--- src/rtl/cpu_mem_pkg.sv ---
`default_nettype none
// +----------------------------------------------------------------------+
// | Package     : cpu_mem_pkg                                            |
// | Description : Shared types and helpers for the CPU memory stage:     |
// |               access-size/extension selector, memory-stage FSM       |
// |               states, byte-enable and alignment helpers.             |
// | Revision    : 1.0 - initial release                                  |
// +----------------------------------------------------------------------+
package cpu_mem_pkg;

  // Access size and load extension selector, encoded as driven by decode.
  typedef enum logic [1:0] {
    EXT_WORD   = 2'b00,
    EXT_BYTE_U = 2'b01,
    EXT_BYTE_S = 2'b10,
    EXT_HALF_S = 2'b11
  } extnd_sel_t;

  // Memory-stage controller states.
  typedef enum logic [0:0] {
    IDLE   = 1'b0,
    ACCESS = 1'b1
  } mem_state_t;

  // Number of byte lanes on the data-memory port.
  localparam int c_BE_W = 4;

  // Byte enables for an access of the given size at the given byte offset.
  function automatic logic [c_BE_W-1:0] byte_enables(input extnd_sel_t sel,
                                                     input logic [1:0] off);
    logic [c_BE_W-1:0] be;
    case (sel)
      EXT_WORD:   be = 4'b1111;
      EXT_HALF_S: be = off[1] ? 4'b1100 : 4'b0011;
      default:    be = 4'b0001 << off;
    endcase
    return be;
  endfunction

  // Words must sit on a 4-byte boundary, halves on a 2-byte boundary.
  function automatic logic is_misaligned(input extnd_sel_t sel,
                                         input logic [1:0] off);
    logic mis;
    case (sel)
      EXT_WORD:   mis = (off != 2'b00);
      EXT_HALF_S: mis = off[0];
      default:    mis = 1'b0;
    endcase
    return mis;
  endfunction

endpackage
`default_nettype wire

--- src/rtl/mem_stage_ctrl_if.sv ---
`default_nettype none
// +----------------------------------------------------------------------+
// | Interface   : mem_stage_ctrl_if                                      |
// | Description : Request/acknowledge data-memory port between the       |
// |               memory-stage controller (master) and memory (slave).   |
// | Revision    : 1.0 - initial release                                  |
// +----------------------------------------------------------------------+
interface mem_stage_ctrl_if #(
  parameter int DW = 32
);
  logic          mem_req_o;
  logic          mem_we_o;
  logic [DW-1:0] mem_addr_o;
  logic [DW-1:0] mem_wdata_o;
  logic [3:0]    mem_be_o;
  logic          mem_ack_i;
  logic [DW-1:0] mem_rdata_i;

  modport master (
    output mem_req_o, mem_we_o, mem_addr_o, mem_wdata_o, mem_be_o,
    input  mem_ack_i, mem_rdata_i
  );

  modport slave (
    input  mem_req_o, mem_we_o, mem_addr_o, mem_wdata_o, mem_be_o,
    output mem_ack_i, mem_rdata_i
  );
endinterface
`default_nettype wire

--- src/rtl/load_extend.sv ---
`default_nettype none
// +----------------------------------------------------------------------+
// | Module      : load_extend                                            |
// | Description : Selects the addressed byte/half lane of a read word    |
// |               and zero- or sign-extends it to DW bits. Purely        |
// |               combinational so forwarding logic can share it.        |
// | Revision    : 1.0 - initial release                                  |
// +----------------------------------------------------------------------+
module load_extend
  import cpu_mem_pkg::*;
#(
  parameter int DW = 32
) (
  input  wire  [DW-1:0] rdata,
  input  wire  [1:0]    offset,
  input  wire  [1:0]    extnd_sel,
  output logic [DW-1:0] ext_data
);

  extnd_sel_t w_sel;
  logic [7:0]  w_byte;
  logic [15:0] w_half;

  assign w_sel = extnd_sel_t'(extnd_sel);

  // Lane selection then extension according to the access size.
  always_comb begin
    w_byte   = rdata[{offset, 3'b000} +: 8];
    w_half   = rdata[{offset[1], 4'b0000} +: 16];
    ext_data = rdata;
    case (w_sel)
      EXT_WORD:   ext_data = rdata;
      EXT_BYTE_U: ext_data = {{(DW-8){1'b0}}, w_byte};
      EXT_BYTE_S: ext_data = {{(DW-8){w_byte[7]}}, w_byte};
      EXT_HALF_S: ext_data = {{(DW-16){w_half[15]}}, w_half};
      default:    ext_data = rdata;
    endcase
  end

endmodule
`default_nettype wire

--- src/rtl/mem_stage_ctrl.sv ---
`default_nettype none
// +----------------------------------------------------------------------+
// | Module      : mem_stage_ctrl                                         |
// | Description : CPU pipeline memory-stage controller. Issues loads and |
// |               stores on a req/ack memory port, stalls upstream while |
// |               an access is outstanding, extends load data and drives |
// |               a registered writeback bundle. Misaligned accesses,    |
// |               conflicting load+store and ack timeouts raise a sticky |
// |               error flag.                                            |
// | Revision    : 1.0 - initial release                                  |
// +----------------------------------------------------------------------+
module mem_stage_ctrl
  import cpu_mem_pkg::*;
#(
  parameter int DW      = 32,
  parameter int RW      = 4,
  parameter int TIMEOUT = 16
) (
  input  wire              clk,
  input  wire              rst,
  input  wire              wmem_i,
  input  wire              rmem_i,
  input  wire              wreg_i,
  input  wire  [DW-1:0]    addr_i,
  input  wire  [DW-1:0]    wdata_i,
  input  wire  [RW-1:0]    dest_i,
  input  wire  [1:0]       extnd_sel_i,
  output logic             stall_o,
  mem_stage_ctrl_if.master mem,
  output logic             wb_wreg_o,
  output logic [RW-1:0]    wb_dest_o,
  output logic [DW-1:0]    wb_data_o,
  output logic             err_o
);

  // Counter must be able to hold TIMEOUT itself since it saturates there.
  localparam int                 c_CNT_W    = $clog2(TIMEOUT + 1);
  localparam logic [c_CNT_W-1:0] c_CNT_LAST = c_CNT_W'(TIMEOUT - 1);
  localparam logic [c_CNT_W-1:0] c_CNT_MAX  = c_CNT_W'(TIMEOUT);
  localparam logic [c_CNT_W-1:0] c_CNT_ONE  = c_CNT_W'(1);

  mem_state_t         r_state;
  mem_state_t         w_next_state;
  logic [c_CNT_W-1:0] r_cnt;

  // Request fields captured when an access is launched.
  logic               r_we;
  logic               r_wreg;
  logic [DW-1:0]      r_addr;
  logic [DW-1:0]      r_wdata;
  logic [3:0]         r_be;
  logic [RW-1:0]      r_dest;
  extnd_sel_t         r_sel;
  logic [1:0]         r_off;

  logic               r_wb_wreg;
  logic [RW-1:0]      r_wb_dest;
  logic [DW-1:0]      r_wb_data;
  logic               r_err;

  extnd_sel_t         w_sel;
  logic               w_memop;
  logic               w_misalign;
  logic               w_start;
  logic               w_last;
  logic               w_timeout;
  logic               w_err_evt;
  logic               w_stall;
  logic               w_req;
  logic [DW-1:0]      w_wdata_rep;
  logic [DW-1:0]      w_load_data;

  assign w_sel      = extnd_sel_t'(extnd_sel_i);
  assign w_memop    = rmem_i | wmem_i;
  assign w_misalign = is_misaligned(w_sel, addr_i[1:0]);
  assign w_start    = (r_state == IDLE) && w_memop && !w_misalign;
  // Final permitted ACCESS cycle; an ack here still counts as success.
  assign w_last     = (r_state == ACCESS) && (r_cnt == c_CNT_LAST);
  assign w_timeout  = w_last && !mem.mem_ack_i;
  assign w_err_evt  = ((r_state == IDLE) && w_memop && (w_misalign || (rmem_i && wmem_i)))
                    || w_timeout;

  // Lane-replicate store data so every enabled byte lane carries the value.
  always_comb begin
    w_wdata_rep = wdata_i;
    case (w_sel)
      EXT_BYTE_U, EXT_BYTE_S: w_wdata_rep = {(DW/8){wdata_i[7:0]}};
      EXT_HALF_S:             w_wdata_rep = {(DW/16){wdata_i[15:0]}};
      default:                w_wdata_rep = wdata_i;
    endcase
  end

  // Next-state and handshake outputs of the access FSM.
  always_comb begin
    w_next_state = r_state;
    w_stall      = 1'b0;
    w_req        = 1'b0;
    case (r_state)
      IDLE: begin
        if (w_start) begin
          w_next_state = ACCESS;
          w_stall      = 1'b1;
        end
      end
      ACCESS: begin
        w_req   = 1'b1;
        w_stall = !mem.mem_ack_i && !w_last;
        if (mem.mem_ack_i || w_last) begin
          w_next_state = IDLE;
        end
      end
      default: w_next_state = IDLE;
    endcase
  end

  // State register.
  always_ff @(posedge clk or posedge rst) begin
    if (rst) r_state <= IDLE;
    else     r_state <= w_next_state;
  end

  // ACCESS cycle counter: cleared on launch, saturates at TIMEOUT.
  always_ff @(posedge clk or posedge rst) begin
    if (rst) begin
      r_cnt <= '0;
    end else if (w_start) begin
      r_cnt <= '0;
    end else if ((r_state == ACCESS) && (r_cnt != c_CNT_MAX)) begin
      r_cnt <= r_cnt + c_CNT_ONE;
    end
  end

  // Capture the request so the memory port stays stable while upstream changes.
  always_ff @(posedge clk or posedge rst) begin
    if (rst) begin
      r_we    <= 1'b0;
      r_wreg  <= 1'b0;
      r_addr  <= '0;
      r_wdata <= '0;
      r_be    <= '0;
      r_dest  <= '0;
      r_sel   <= EXT_WORD;
      r_off   <= 2'b00;
    end else if (w_start) begin
      r_we    <= wmem_i;
      r_wreg  <= wreg_i;
      r_addr  <= {addr_i[DW-1:2], 2'b00};
      r_wdata <= w_wdata_rep;
      r_be    <= byte_enables(w_sel, addr_i[1:0]);
      r_dest  <= dest_i;
      r_sel   <= w_sel;
      r_off   <= addr_i[1:0];
    end
  end

  load_extend #(
    .DW(DW)
  ) u_load_extend (
    .rdata     (mem.mem_rdata_i),
    .offset    (r_off),
    .extnd_sel (r_sel),
    .ext_data  (w_load_data)
  );

  // Writeback bundle: pass-through in IDLE, load result on ack, else no write.
  always_ff @(posedge clk or posedge rst) begin
    if (rst) begin
      r_wb_wreg <= 1'b0;
      r_wb_dest <= '0;
      r_wb_data <= '0;
    end else if (r_state == IDLE) begin
      if (!w_memop) begin
        r_wb_wreg <= wreg_i;
        r_wb_dest <= dest_i;
        r_wb_data <= addr_i;
      end else begin
        r_wb_wreg <= 1'b0;
      end
    end else if (mem.mem_ack_i) begin
      if (r_we) begin
        r_wb_wreg <= 1'b0;
      end else begin
        r_wb_wreg <= r_wreg;
        r_wb_dest <= r_dest;
        r_wb_data <= w_load_data;
      end
    end else if (w_last) begin
      r_wb_wreg <= 1'b0;
    end
  end

  // Sticky error flag, cleared only by reset.
  always_ff @(posedge clk or posedge rst) begin
    if (rst)            r_err <= 1'b0;
    else if (w_err_evt) r_err <= 1'b1;
  end

  // Stall is forced low while reset is held so upstream is released at once.
  assign stall_o         = w_stall & ~rst;
  assign mem.mem_req_o   = w_req;
  assign mem.mem_we_o    = r_we;
  assign mem.mem_addr_o  = r_addr;
  assign mem.mem_wdata_o = r_wdata;
  assign mem.mem_be_o    = r_be;
  assign wb_wreg_o       = r_wb_wreg;
  assign wb_dest_o       = r_wb_dest;
  assign wb_data_o       = r_wb_data;
  assign err_o           = r_err;

endmodule
`default_nettype wire

--- src/flat_wrapper.sv ---
// flat-port wrapper written by rule: the top's interface ports become plain ports
module mem_stage_ctrl_flat import cpu_mem_pkg::*;
#(
  parameter int DW      = 32,
  parameter int RW      = 4,
  parameter int TIMEOUT = 16
)
  (clk, rst, wmem_i, rmem_i, wreg_i, addr_i, wdata_i, dest_i, extnd_sel_i, stall_o, wb_wreg_o, wb_dest_o, wb_data_o, err_o, mem_mem_req_o, mem_mem_we_o, mem_mem_addr_o, mem_mem_wdata_o, mem_mem_be_o, mem_mem_ack_i, mem_mem_rdata_i);
  mem_stage_ctrl_if #(.DW(DW)) mem_i ();
  input  wire clk;
  input  wire rst;
  input  wire wmem_i;
  input  wire rmem_i;
  input  wire wreg_i;
  input  wire  [DW-1:0] addr_i;
  input  wire  [DW-1:0] wdata_i;
  input  wire  [RW-1:0] dest_i;
  input  wire  [1:0] extnd_sel_i;
  output logic stall_o;
  output logic wb_wreg_o;
  output logic [RW-1:0] wb_dest_o;
  output logic [DW-1:0] wb_data_o;
  output logic err_o;
  output wire logic [$bits(mem_i.mem_req_o)-1:0] mem_mem_req_o;
  output wire logic [$bits(mem_i.mem_we_o)-1:0] mem_mem_we_o;
  output wire logic [$bits(mem_i.mem_addr_o)-1:0] mem_mem_addr_o;
  output wire logic [$bits(mem_i.mem_wdata_o)-1:0] mem_mem_wdata_o;
  output wire logic [$bits(mem_i.mem_be_o)-1:0] mem_mem_be_o;
  input wire logic [$bits(mem_i.mem_ack_i)-1:0] mem_mem_ack_i;
  input wire logic [$bits(mem_i.mem_rdata_i)-1:0] mem_mem_rdata_i;
  assign mem_mem_req_o = mem_i.mem_req_o;
  assign mem_mem_we_o = mem_i.mem_we_o;
  assign mem_mem_addr_o = mem_i.mem_addr_o;
  assign mem_mem_wdata_o = mem_i.mem_wdata_o;
  assign mem_mem_be_o = mem_i.mem_be_o;
  assign mem_i.mem_ack_i = mem_mem_ack_i;
  assign mem_i.mem_rdata_i = mem_mem_rdata_i;
  mem_stage_ctrl #(.DW(DW), .RW(RW), .TIMEOUT(TIMEOUT)) u_core (.clk(clk), .rst(rst), .wmem_i(wmem_i), .rmem_i(rmem_i), .wreg_i(wreg_i), .addr_i(addr_i), .wdata_i(wdata_i), .dest_i(dest_i), .extnd_sel_i(extnd_sel_i), .stall_o(stall_o), .mem(mem_i), .wb_wreg_o(wb_wreg_o), .wb_dest_o(wb_dest_o), .wb_data_o(wb_data_o), .err_o(err_o));
endmodule
--- config.mk ---
export PLATFORM = sky130hd
export DESIGN_NAME = mem_stage_ctrl_flat
export DESIGN_NICKNAME = d
export VERILOG_FILES = /design/src/rtl/cpu_mem_pkg.sv /design/src/rtl/mem_stage_ctrl_if.sv /design/src/rtl/load_extend.sv /design/src/rtl/mem_stage_ctrl.sv /design/src/flat_wrapper.sv
export SDC_FILE = /design/constraint.sdc
export NUM_CORES = 1
export LEC_CHECK = 0
export ABC_AREA = 1
export CAP_MARGIN = 40
export CORE_ASPECT_RATIO = 0.5
export CORE_MARGIN = 5
export CORE_UTILIZATION = 33
export DETAILED_ROUTE_END_ITERATION = 6
export HOLD_SLACK_MARGIN = 0.03
export PLACE_DENSITY = 0.58
export SLEW_MARGIN = 20
export SYNTH_ARGS = -nofsm -noshare
export SYNTH_HDL_FRONTEND = slang
export SYNTH_HIERARCHICAL = 1
export SYNTH_SLANG_ARGS = --single-unit
export TNS_END_PERCENT = 20
--- constraint.sdc ---
create_clock -name clk -period 8.2 [get_ports clk]
set_input_delay 1.64 -clock clk [delete_from_list [all_inputs] [get_ports clk]]
set_output_delay 1.64 -clock clk [all_outputs]
set_load 0.05 [all_outputs]
==> results.ini, run 1 <==
[setup_path]
regToRegSetupSlack_ns = 5.28
ff2ff_path_depth = 7
cp-start-kind = input pin
worst-path-max-fanout = 59
slowest_delay_ns = 0.81
cp_top_family = buffers and inverters
cp.required_ns = 6.56
timing.critical_path.buf_inv = 3
crit_type = in2out
r2r_start = u_core/r_state
timing.critical_path.depth = 8
slowest_stage = sky130_fd_sc_hd__clkdlybuf4s50_1
cp.arrival_ns = 4.45
crit_top_cell = sky130_fd_sc_hd__clkdlybuf4s50_1
worst_setup_path_end_kind = output pin
crit-reg2reg-capture = u_core/mem.mem_addr_o[25]
worstPathCellList = clkdlybuf4s50_1 > inv_1 > ha_1 > nor2_1 > nand2_1 > nand2_4 > a21oi_2 > clkdlybuf4s50_1

[grt]
vias_in_the_first_global_route = 6117
grt-ovfl-total = 0
wire_length_of_the_first_global_routing_pass_um = 32800
globalRouteTotalUtil_pct = 17.8
pin_count_of_the_biggest_net_entering_global_routing = 84
antenna_found_initial = 0

[job]
drv.max_cap_violation_count = 0

[route]
number_of_detailed_routing_iterations_run_before_antenna_repair = 5
totalWireLength_um = 20800
route.vias.total = 6347
detail_route_antenna_nets = 0
drt_iter0_markers = 370
wl_per_cell_um = 15.2
drc_errors = 0
route.detailed.vias_per_inst = 4.66

[finish]
instances_no_fill = 1362
flow.area_growth_from_synthesis_pct = 43.7
layout-drive-gt1-share_pct = 8.30
final_nets = 1196
insertedDiodeCount = 0

[power_and_ir_drop]
seq_power_share_pct = 25.1
cellInternalPower_w = 0.00204
power.share.combinational_pct = 53.4
leakage_nw = 4.74
vdd_drop_max_v = 0.000229
netSwitchingPower_w = 0.00178
clkPwrFrac_pct = 21.5
p_sw_share_pct = 46.6
p_per_area_nw_per_um2 = 399

[clocking]
clockBufferDepth = 2
clock_tree_from_tritoncts = built
clock_transition_at_the_register_clock_pins_on_the_worst_setup_and_hold_paths_after_cts_ns = 0.06
cts.sinks = 120
cts_post_setup_buffers_inserted = 0
postCtsResizedCells = 0
cts_made_buffers = 17
cts.root.buffer_cell = sky130_fd_sc_hd__clkbuf_16
cts_htree_levels = 4
clk-insertion-delay-late_ns = 0.41
post_cts_hold_buffer_count = 0

[timing]
final-hold-violation-count = 0
slew_viol_final = 0
tns_ns = 0
setup_viol_count_final = 0
fin_crit_ns = 6.09
max_slew.worst_pin.slew_ns = 0.731
max_freq_ghz = 0.164
grt_setup_unrepaired = false
post-route-period-util_pct = 74.3
fin_worst_skew_ns = 0.00953
max_slew_margin_pct = 51.3

[die]
die-width_um = 211
die_height_um = 110
floorplan.initialDensity_pct = 33.8
pin_count = 217
fp.dieArea_um2 = 23300
fp-row-count = 36
fp.coreArea_um2 = 19600

[worst_hold_path]
hold_start = u_core/err_o
hold_path.class = reg2reg
hold-path-endpoint = u_core/err_o
worst_hold_path.num_cells = 2

[placed_design]
detailedPlacementHpwl_um = 15500
routabilityCongestion = 0.839
placed_cells_incl_taps = 1326
io_buffers = 214

[synth]
synthesis.instances = 890
sequential_element_share_of_the_synthesized_area_pct = 45.2
yosys_reg_bits = 120
ys.warnings.count = 6
netlist_area_um2 = 6650
synthesis.area_per_instance_um2 = 7.47
post_synth_num_cell_types = 33

[outcome]
outcome = finished, final reports clean

-- cell families (layout without fill, tap and decap cells) --
kind of cell             count (synthesis)  in the layout  share of synthesized area [%]
AND/OR/NAND/NOR                        506            506                           32.7
buffers and inverters                  122            327                           9.99
flip-flops                             120            120                           45.2
other                                    1              2                         0.0564
adder cells (fa/ha/maj)                  5              5                          0.941
AO/OA/AOI/OAI                          136            136                           11.1
-- cell usage after synthesis --
cell / n / area (um^2)
sky130_fd_sc_hd__a21oi_1: 1 / 5.00
sky130_fd_sc_hd__a21oi_2: 1 / 8.76
sky130_fd_sc_hd__a21oi_4: 1 / 16.3
sky130_fd_sc_hd__a31oi_1: 2 / 12.5
sky130_fd_sc_hd__buf_1: 3 / 11.3
sky130_fd_sc_hd__buf_12: 2 / 40.0
sky130_fd_sc_hd__buf_2: 10 / 50.1
sky130_fd_sc_hd__buf_4: 5 / 37.5
sky130_fd_sc_hd__buf_6: 15 / 169
sky130_fd_sc_hd__buf_8: 2 / 30.0
sky130_fd_sc_hd__clkbuf_1: 15 / 56.3
sky130_fd_sc_hd__conb_1: 1 / 3.75
sky130_fd_sc_hd__dfrtp_1: 120 / 3000
sky130_fd_sc_hd__ha_1: 5 / 62.6
sky130_fd_sc_hd__inv_1: 66 / 248
sky130_fd_sc_hd__inv_2: 2 / 7.51
sky130_fd_sc_hd__inv_4: 1 / 6.26
sky130_fd_sc_hd__inv_6: 1 / 8.76
sky130_fd_sc_hd__nand2_1: 401 / 1510
sky130_fd_sc_hd__nand2_2: 5 / 31.3
sky130_fd_sc_hd__nand2_4: 3 / 33.8
sky130_fd_sc_hd__nand3_1: 52 / 260
sky130_fd_sc_hd__nand3_2: 21 / 210
sky130_fd_sc_hd__nand3b_1: 2 / 15.0
sky130_fd_sc_hd__nand4_1: 2 / 12.5
sky130_fd_sc_hd__nor2_1: 13 / 48.8
sky130_fd_sc_hd__nor2_4: 3 / 33.8
sky130_fd_sc_hd__o211ai_1: 4 / 30.0
sky130_fd_sc_hd__o21ai_0: 85 / 425
sky130_fd_sc_hd__o21ai_1: 34 / 170
sky130_fd_sc_hd__o21ai_2: 8 / 70.1
sky130_fd_sc_hd__or2_1: 1 / 6.26
sky130_fd_sc_hd__or2_2: 3 / 18.8
-- cells in the final DEF, fill, tap and decap left out, drive strengths merged --
master / n
nand2: 409
clkdlybuf4s50: 214
o21ai: 127
dfrtp: 120
nand3: 73
inv: 70
clkbuf: 23
nor2: 16
buf: 11
bufinv: 5
ha: 5
clkinv: 4
o211ai: 4
or2: 4
a21oi: 3
nand3b: 2
nand4: 2
a31oi: 2
conb: 2
-- worst max path at each step --
stage,startpoint,endpoint,slack [ns]
2_1_floorplan,rst,u_core/err_o,3.37
3_3_place_gp,wmem_i,stall_o,1.95
3_5_place_dp,extnd_sel_i[1],stall_o,2.06
4_1_cts,extnd_sel_i[1],stall_o,2.05
5_1_grt,extnd_sel_i[0],stall_o,1.86
6_report,extnd_sel_i[1],stall_o,2.11
-- per-layer routing --
| layer | vias to the layer above | global-route usage, % | part of all wire (%) |
|---|---|---|---|
| met5 | - | 0 | 0 |
| met4 | 0 | 4.16 | 0.91 |
| met3 | 13 | 4.81 | 6.0 |
| met2 | 151 | 29.6 | 48 |
| met1 | 2988 | 23.5 | 46 |
| li1 | 3195 | - | - |
-- registers in the layout, summed over array words and instances, names as in the netlist --
name,count
u_core/wb_wreg_o,1
u_core/err_o,1
u_core/r_state,1
u_core/mem.mem_we_o,1
u_core/r_cnt,5
u_core/wb_dest_o,4
u_core/mem.mem_be_o,4
u_core/wb_data_o,32
u_core/mem.mem_addr_o,30
u_core/r_dest,4
u_core/r_sel,2
u_core/r_off,2
u_core/r_wreg,1
u_core/mem.mem_wdata_o,32
-- power by group through the flow --
stage	Combinational (W)	Clock, W	Sequential (W)
2_1_floorplan	0.000700	0	0.00167
3_3_place_gp	0.00199	0	0.000975
3_5_place_dp	0.00202	0	0.000978
4_1_cts	0.00202	0.000840	0.000973
5_1_grt	0.00219	0.000871	0.000987
6_report	0.00204	0.000822	0.000957
-- per-stage QoR --
step | setup WS [ns] | power, W | utilization [%] | cell area, um^2 | hold slack [ns]
after floorplan | 3.37 | 0.00237 | - | 6650 | 0.449
after global placement | 1.95 | 0.00297 | 44.7 | 8780 | 0.457
after detailed placement | 2.06 | 0.00300 | 45.0 | 8830 | 0.466
after CTS | 2.05 | 0.00384 | 48.2 | 9470 | 0.481
after global routing | 1.86 | 0.00405 | 48.6 | 9550 | 0.499
final | 2.11 | 0.00382 | 48.6 | 9550 | 0.477
-- tightest hold or removal path, stage by stage, from the launching register on --
cell	delay, ns
sky130_fd_sc_hd__dfrtp_1	0.35
sky130_fd_sc_hd__a31oi_1	0.04
sky130_fd_sc_hd__nand2_1	0.05
-- final cells by class --
type / instances / area, um^2
well taps: 266 / 333
inverters: 70 / 273
flip-flops and latches: 120 / 3000
clock inverters: 9 / 170
clock buffers: 23 / 468
repair buffers: 225 / 2320
multi-input cells: 649 / 2990
fillers: 1980 / 10100
Note: power is estimated with default switching activity, not from simulation.
==> inputs of run 2 (changes only) <==
==> constraint.sdc (replaced) <==
create_clock -name clk -period 6.2 [get_ports clk]
set_input_delay 1.24 -clock clk [delete_from_list [all_inputs] [get_ports clk]]
set_output_delay 1.24 -clock clk [all_outputs]
set_load 0.05 [all_outputs]
==> run 2 against run 1 <==
Effect of this change: count of clock-buffer cells in the layout rose by 1; highest routed layer unchanged; global-route usage grew 0.29 points; largest power group unchanged; largest cell class unchanged; core utilization decreased by 0.15 points; flip-flop and latch count stayed put.
==> results.ini, run 2 (synthesis results as in run 1) <==
[power_and_ir_drop]
vdd_drop_max_v = 0.000228
clkPwrFrac_pct = 21.3
p_per_area_nw_per_um2 = 528
leakage_nw = 4.73
power.share.combinational_pct = 53.5
seq_power_share_pct = 25.2
netSwitchingPower_w = 0.00236
cellInternalPower_w = 0.00266
p_sw_share_pct = 47.0

[placed_design]
io_buffers = 214
detailedPlacementHpwl_um = 15300
routabilityCongestion = 0.816
placement.cell_area_um2 = 8840

[die]
floorplan.initialDensity_pct = 33.8
fp.dieArea_um2 = 23300
fp-row-count = 36
pin_count = 217
die-width_um = 211
fp.coreArea_um2 = 19600
die_height_um = 110

[grt]
globalRouteTotalUtil_pct = 18.1
antenna_found_initial = 0
globalRouteMet1Util_pct = 24.7
grt-ovfl-total = 0
top_usage_layer = met2
use_met2_pct = 28.9
vias_in_the_first_global_route = 6213
pin_count_of_the_biggest_net_entering_global_routing = 88
wire_length_of_the_first_global_routing_pass_um = 33500
gr-usage-met3_pct = 4.75

[clocking]
clk-insertion-delay-late_ns = 0.41
clock_tree_from_tritoncts = built
postCtsResizedCells = 0
cts_htree_levels = 4
cts_post_setup_buffers_inserted = 0
cts.root.buffer_cell = sky130_fd_sc_hd__clkbuf_16
cts.sinks = 120
post_cts_hold_buffer_count = 0
cts_made_buffers = 17
clock_transition_at_the_register_clock_pins_on_the_worst_setup_and_hold_paths_after_cts_ns = 0.05
clockBufferDepth = 2

[timing]
fin_crit_ns = 4.56
grt_setup_unrepaired = false
fin_worst_skew_ns = 0.00648
post-route-period-util_pct = 73.5
setup_viol_count_final = 0
max_slew.worst_pin.slew_ns = 0.725
final-hold-violation-count = 0
max_slew_margin_pct = 51.7
max_freq_ghz = 0.219
slew_viol_final = 0
tns_ns = 0

[route]
wl_per_cell_um = 15.4
route.vias.total = 6361
drc_errors = 0
number_of_detailed_routing_iterations_run_before_antenna_repair = 5
totalWireLength_um = 21000
drt_iter0_markers = 299
route.detailed.vias_per_inst = 4.67
detail_route_antenna_nets = 0

[setup_path]
worst-path-max-fanout = 36
cp.required_ns = 4.96
slowest_stage = sky130_fd_sc_hd__ha_1
cp-start-kind = input pin
cp.arrival_ns = 3.32
worstPathCellList = clkdlybuf4s50_1 > inv_1 > ha_1 > nor2_1 > nand2_1 > nand2_4 > a21oi_2 > buf_4
crit_type = in2out
slowest_delay_ns = 0.57
worst_setup_path_end_kind = output pin

[worst_hold_path]
hold_path.class = reg2reg

[finish]
final_nets = 1196
most-common-layout-cells = 401 x sky130_fd_sc_hd__nand2_1, 213 x sky130_fd_sc_hd__clkdlybuf4s50_1, 119 x sky130_fd_sc_hd__dfrtp_1
layout-drive-gt1-share_pct = 8.39
flow.area_growth_from_synthesis_pct = 43.3
insertedDiodeCount = 0
design_area_um2 = 9520
final_common_cell = sky130_fd_sc_hd__nand2_1

[outcome]
outcome = finished, final reports clean

[job]
drv.max_cap_violation_count = 0

-- run 2: cell count changes in the layout (fill, tap and decap cells not counted) --
cell and change:
sky130_fd_sc_hd__clkdlybuf4s50_1 -1, sky130_fd_sc_hd__buf_4 +2, sky130_fd_sc_hd__bufinv_16 -1, sky130_fd_sc_hd__clkinv_2 -1
sky130_fd_sc_hd__buf_12 -1, sky130_fd_sc_hd__clkinvlp_4 +1, sky130_fd_sc_hd__clkbuf_8 +1
-- run 2: layout make-up --
type                            instances  area (um^2)
Timing Repair Buffer                  225         2300
Fill cell                            1992        10100
Clock buffer                           24          482
Sequential cell                       120         3000
Multi-Input combinational cell        649         2990
Inverter                               70          273
Clock inverter                          8          143
Tap cell                              266          333
-- run 2: power groups by stage --
stage / Sequential (W) / Combinational [W] / Clock [W]
detailed placement: 0.00129 / 0.00267 / 0
floorplan: 0.00221 / 0.000925 / 0
finish: 0.00127 / 0.00269 / 0.00107
global placement: 0.00129 / 0.00263 / 0
global route: 0.00131 / 0.00290 / 0.00113
CTS: 0.00129 / 0.00267 / 0.00109
-- run 2: worst max-delay path: cells and delay by family --
kind	cells	cell delay, ns
compound gates	1	0.21
simple gates	3	0.49
buf+inv	3	0.80
fa+ha+maj	1	0.57
-- run 2: metal layers --
layer  routed length, um  vias up
li1                    -     3196
met3                1030       21
met1                9810     2997
met2                9840      147
met4                 278        0
met5                   0        -
-- run 2: worst paths after layout --
path,startpoint,to,slack [ns],depth (start not counted)
setup / recovery,extnd_sel_i[1],stall_o,1.64,8
hold / removal,u_core/mem.mem_wdata_o[12],u_core/mem.mem_wdata_o[12],0.48,2
setup reg to reg,u_core/r_state,u_core/wb_data_o[27],3.88,8
hold reg to reg,u_core/mem.mem_wdata_o[12],u_core/mem.mem_wdata_o[12],0.48,2
max in group asynchronous,rst,u_core/wb_data_o[10],3.80,4
min in group asynchronous,rst,u_core/mem.mem_we_o,1.24,2
-- run 2: stage by stage --
step / util [%] / power, W / worst slack, ns / std cells / hold WS (ns)
after floorplan: - / 0.00313 / 1.77 / 891 / 0.449
after global placement: 44.7 / 0.00393 / 1.66 / 1325 / 0.457
after detailed placement: 45.0 / 0.00396 / 1.62 / 1327 / 0.464
after CTS: 48.2 / 0.00505 / 1.62 / 1359 / 0.482
after global routing: 48.5 / 0.00534 / 1.46 / 1362 / 0.503
final: 48.5 / 0.00503 / 1.64 / 1362 / 0.479
